`src/rtl/key_debounce_if.sv`:
```
// Key debouncer bus: raw pins and ack in, debounced keys, press pulses
// and interrupt status out. clk/reset stay as plain ports on the block.
interface key_debounce_if #(
  parameter int WIDTH = 8
);
  logic [WIDTH-1:0] key_raw;
  logic             irq_ack;
  logic [WIDTH-1:0] key_stable;
  logic [WIDTH-1:0] key_press;
  logic [WIDTH-1:0] pending;
  logic             irq;

  modport master (output key_raw, irq_ack,
                  input  key_stable, key_press, pending, irq);
  modport slave  (input  key_raw, irq_ack,
                  output key_stable, key_press, pending, irq);
endinterface

```
`src/rtl/key_debounce.sv`:
```
// key_debounce: per-key 2-flop synchronizer + stability counter producing an
// active-low debounced bus, one-cycle press pulses and (when the macro
// KEY_DEBOUNCE_IRQ_EN is defined) a sticky pending register with irq.
// Without KEY_DEBOUNCE_IRQ_EN, pending and irq are tied low and irq_ack
// is ignored.

// One key: synchronizer, counter and stable flop.
module key_debounce_lane #(
  parameter int DEBOUNCE_CYCLES = 250000,
  parameter int CNT_W           = 20
) (
  input  logic clk,
  input  logic reset,
  input  logic raw,
  output logic stable,
  output logic press,
  output logic press_nxt
);
  localparam logic [CNT_W-1:0] CNT_MAX = CNT_W'(DEBOUNCE_CYCLES - 1);

  logic             s1, s2;
  logic [CNT_W-1:0] cnt;
  logic             cnt_done;

  // Accept the change once s2 has differed for DEBOUNCE_CYCLES edges;
  // only a 1->0 acceptance is a press.
  always_comb begin
    cnt_done  = (s2 != stable) && (cnt == CNT_MAX);
    press_nxt = cnt_done & ~s2;
  end

  // Synchronize, count consecutive differing cycles, update stable state.
  always_ff @(posedge clk or negedge reset) begin
    if (!reset) begin
      s1     <= 1'b1;
      s2     <= 1'b1;
      cnt    <= '0;
      stable <= 1'b1;
      press  <= 1'b0;
    end else begin
      s1    <= raw;
      s2    <= s1;
      press <= press_nxt;
      if (s2 == stable)
        cnt <= '0;
      else if (!cnt_done)
        cnt <= cnt + CNT_W'(1);
      else begin
        stable <= s2;
        cnt    <= '0;
      end
    end
  end
endmodule

module key_debounce #(
  parameter int WIDTH           = 8,
  parameter int DEBOUNCE_CYCLES = 250000,
  parameter int CNT_W           = 20
) (
  input logic           clk,
  input logic           reset,
  key_debounce_if.slave bus
);
  logic [WIDTH-1:0] stable;
  logic [WIDTH-1:0] press;
  logic [WIDTH-1:0] press_nxt;

  for (genvar i = 0; i < WIDTH; i++) begin : g_lane
    key_debounce_lane #(
      .DEBOUNCE_CYCLES (DEBOUNCE_CYCLES),
      .CNT_W           (CNT_W)
    ) u_lane (
      .clk       (clk),
      .reset     (reset),
      .raw       (bus.key_raw[i]),
      .stable    (stable[i]),
      .press     (press[i]),
      .press_nxt (press_nxt[i])
    );
  end

  assign bus.key_stable = stable;
  assign bus.key_press  = press;

`ifdef KEY_DEBOUNCE_IRQ_EN
  logic [WIDTH-1:0] pend;

  // Sticky press flags; a same-edge press beats the ack for that bit.
  always_ff @(posedge clk or negedge reset) begin
    if (!reset) pend <= '0;
    else        pend <= (pend & ~{WIDTH{bus.irq_ack}}) | press_nxt;
  end

  assign bus.pending = pend;
  assign bus.irq     = |pend;
`else
  logic unused_ack;
  assign unused_ack  = bus.irq_ack;
  assign bus.pending = '0;
  assign bus.irq     = 1'b0;
`endif
endmodule

```
`src/flat_wrapper.sv`:
```
// flat-port wrapper written by rule: the top's interface ports become plain ports
module key_debounce_flat 
#(
  parameter int WIDTH           = 8,
  parameter int DEBOUNCE_CYCLES = 250000,
  parameter int CNT_W           = 20
)
  (clk, reset, bus_key_raw, bus_irq_ack, bus_key_stable, bus_key_press, bus_pending, bus_irq);
  key_debounce_if #(.WIDTH(WIDTH)) bus_i ();
  input logic clk;
  input logic reset;
  input wire logic [$bits(bus_i.key_raw)-1:0] bus_key_raw;
  input wire logic [$bits(bus_i.irq_ack)-1:0] bus_irq_ack;
  output wire logic [$bits(bus_i.key_stable)-1:0] bus_key_stable;
  output wire logic [$bits(bus_i.key_press)-1:0] bus_key_press;
  output wire logic [$bits(bus_i.pending)-1:0] bus_pending;
  output wire logic [$bits(bus_i.irq)-1:0] bus_irq;
  assign bus_i.key_raw = bus_key_raw;
  assign bus_i.irq_ack = bus_irq_ack;
  assign bus_key_stable = bus_i.key_stable;
  assign bus_key_press = bus_i.key_press;
  assign bus_pending = bus_i.pending;
  assign bus_irq = bus_i.irq;
  key_debounce #(.WIDTH(WIDTH), .DEBOUNCE_CYCLES(DEBOUNCE_CYCLES), .CNT_W(CNT_W)) u_core (.clk(clk), .reset(reset), .bus(bus_i));
endmodule
```
`config.mk`:
```
export PLATFORM = sky130hd
export DESIGN_NAME = key_debounce_flat
export DESIGN_NICKNAME = d
export VERILOG_FILES = /design/src/rtl/key_debounce_if.sv /design/src/rtl/key_debounce.sv /design/src/flat_wrapper.sv
export SDC_FILE = /design/constraint.sdc
export NUM_CORES = 1
export LEC_CHECK = 0
export BUFFER_PORTS_ARGS = -buffer_cell sky130_fd_sc_hd__buf_2
export CAP_MARGIN = 10
export CORE_ASPECT_RATIO = 0.6
export CORE_MARGIN = 4
export CORE_UTILIZATION = 55
export DETAILED_ROUTE_END_ITERATION = 7
export PLACE_DENSITY = 0.71
export SYNTH_ARGS = -nofsm -noshare
export SYNTH_HDL_FRONTEND = slang
export SYNTH_SLANG_ARGS = --single-unit
```
`constraint.sdc`:
```
create_clock -name clk -period 3.5 [get_ports clk]
set_input_delay 0.875 -clock clk [delete_from_list [all_inputs] [get_ports clk]]
set_output_delay 0.875 -clock clk [all_outputs]
set_load 0.02 [all_outputs]
```
==> impl_results.md <==
* Final setup vio count at 0
* Clock Skew at 0.00972 ns
* Sink Count at 192
* Dpl cells at 1,139
* First-pass GRT wire length at 29.7 mm
* CTS buffer count at 17
* RSZ-0062 raised after global routing: no
* Grt met2 use at 26.1%
* CP endpoint kind: flip-flop
* GR Util All Layers at 19.2%
* DR vias/cell at 5.57
* Largest net degree at the start of global routing at 88
* FF-to-FF setup slack at 1.25 ns
* Register share of total power at 53.1%
* Synth warn at 0
* Core area at 0.0164 mm²
* Status: finished clean
* Initial antenna violation count at 0
* Syn Inst Count at 913
* Sw frac at 23.4%
* Gpl congestion at 0.814
* Placed Area at 0.00947 mm²
* Post-DP HPWL at 11.5 mm
* Syn avg cell area at 10.1 µm²
* F_max at 445 MHz
* Highest ir drop seen on vdd at 0.288 mV
* CP max-delay cell: o41ai_4
* Final Power at 4.32 mW
* CP arrival at 2.53 ns
* Seq/Total Area, Yosys at 52.4%
* Row Count at 36
* Slew Limit Fails at 0
* Hold Violations, Final at 0
* Vias in the first global route at 6,040
* Clk slew on worst S/H paths at 0.07 ns
* Die Ht at 108 µm
* Synth Flop Type: dfrtp_1
* Drt wl/cell at 14.7 µm
* Pint at 3.31 mW
* Max Cap Viol at 0
* Synth area leader: dfrtp_1
* Pre-CTS setup slack at 1.25 ns
* Clock buffer depth at 2
* Period minus WS final at 2.25 ns
* Hold Buf Count CTS at 0
* Pleak at 4.02 nW
* First-pass DRT Iterations at 5
* CP max stage delay at 0.91 ns
* Clk root buf: clkbuf_16
* FFs w/ async S/R, synth at 100%
* Initial Utilization at 56.4%
* Comb power frac at 3.2%
* Largest cells by area after synthesis: dfrtp_1, xnor2_1, dfstp_2, nor2_1, xor2_1
* DRC viols at 0
* CTS tree: built
* Starting DRC count in detailed routing at 522
* Post-synth cell types at 50
* Full die area at 0.0190 mm²
* Layout area overhead at 8.80%
* Post-synth top area share at 45.6%
* Chip width at 175 µm
* Element type at the critical path start: flip-flop
* Mapped Area at 0.00923 mm²
* DR vias at 6,518
* FF+latch count, synth at 192
* Clk_lat worst skew at 0.44 ns
* Final nets at 949
* # port buffers at 25
* Clk pwr share at 43.7%
* Critical path fanouts, max at 18
* Crit path cell chain: or4_4, o41ai_4, nor2_1
* Post-synth EDFFs at 0
* Slew headroom at 34.4%
* Post-CTS setup buffers at 0
* Final antenna-violating net count at 0
* PostCTS Resize Cnt at 0
* Final TNS setup at 0 ns
* P_sw at 1.01 mW
* Fillers at 1,370
* GR Layer Usage met1 at 30.7%
* Ant diodes at 0
* Level count of the clock H-tree at 4
* Final Non-Filler Cells at 1,171
* Grt peak-use layer: met1
* HP Class: flip-flop to flip-flop
* Crit path kind: flip-flop to flip-flop
* Layout cells sized above 1 at 11.9%
* Most common cell after layout, fill and taps aside: dfrtp_1
* Gr ovfl total at 0
* Worst EP required at 3.78 ns
* Pwr/cell area at 430 mW/mm²
* Final period util at 64.3%
* Most frequent cells in the layout: dfrtp_1, nor2_1, xnor2_1
* WL final at 17.2 mm
* IO Count at 36
* Fin area at 0.0100 mm²
* Worst-Margin Slew at 0.980 ns
* Final hold slack at 0.353 ns
* Layout Utilization at 61.4%
* Met3 usage at 4.19%
* Final setup margin at 1.25 ns
critical path, delay by kind of cell (launching register included):
family / cells / cell delay [ns]
compound gates: 1 / 0.91
flops: 1 / 0.47
simple gates: 2 / 0.70
routing by layer:
layer | up-vias | share of wire (%) | routed length, µm
met2 | 117 | 40 | 6790
li1 | 3241 | - | -
met1 | 3144 | 56 | 9550
met4 | 0 | 1.1 | 188
met3 | 16 | 3.7 | 641
met5 | - | 0 | 0
cell families after synthesis:
family / Yosys count / share of synthesized area [%]
AOI/OAI and AO/OA: 66 / 4.57
xor gates and xnor gates: 124 / 11.8
adders and majority gates: 8 / 1.08
buffers and inverters: 62 / 3.74
DFF: 192 / 52.4
muxes: 8 / 1.02
other: 1 / 0.0406
and+or+nand+nor: 452 / 25.4
final timing paths:
check,endpoint,from,cells after the start
worst max-delay path,u_core.g_lane[0].u_lane.cnt[13],u_core.g_lane[0].u_lane.cnt[4],3
worst min-delay path,u_core.g_lane[5].u_lane.s2,u_core.g_lane[5].u_lane.s1,0
worst max register to register,u_core.g_lane[0].u_lane.cnt[13],u_core.g_lane[0].u_lane.cnt[4],3
worst min register to register,u_core.g_lane[5].u_lane.s2,u_core.g_lane[5].u_lane.s1,0
max in group asynchronous,u_core.g_lane[0].u_lane.stable,reset,2
min in group asynchronous,u_core.g_lane[4].u_lane.press,reset,1
cells in the mapped netlist, drive strengths merged (4+ instances only):
master  instances
buf            32
o31ai           5
or4            16
a21oi          23
and4            7
or2             5
or3            23
nor3           28
nor4b           5
inv            21
ha              8
o21ai          24
dfrtp         168
and2            5
xnor2          85
xor2           39
nand4          54
nand3          51
nor2          157
mux2            8
nor4           34
nor3b          10
dfstp          24
nand2          37
nor2b           4
and3           10
clkbuf          9
power by group through the flow:
stage | sequential [mW] | clock (mW) | combinational, mW
final | 2.29 | 1.89 | 0.140
after global routing | 2.29 | 2.02 | 0.163
after CTS | 2.29 | 1.93 | 0.145
after detailed placement | 2.33 | 0 | 0.144
after global placement | 2.33 | 0 | 0.141
after floorplan | 2.32 | 0 | 0.0807
state kept, by name, summed over array words and instances, names as in the netlist:
register                     flops
u_core.g_lane.u_lane.stable      8
u_core.g_lane.u_lane.s2          8
u_core.g_lane.u_lane.cnt       160
u_core.g_lane.u_lane.s1          8
u_core.g_lane.u_lane.press       8
area by class of cell:
type	count	area [µm²]	area share (%)
sequential	192	4830	48.1
multi-input combinational	667	4080	40.6
clock inverter	13	129	1.28
inverter	21	78.8	0.785
clock buffer	19	443	4.41
timing repair buffer	31	191	1.91
tap	228	285	2.84
No activity file was read; power rests on OpenSTA's default activity.
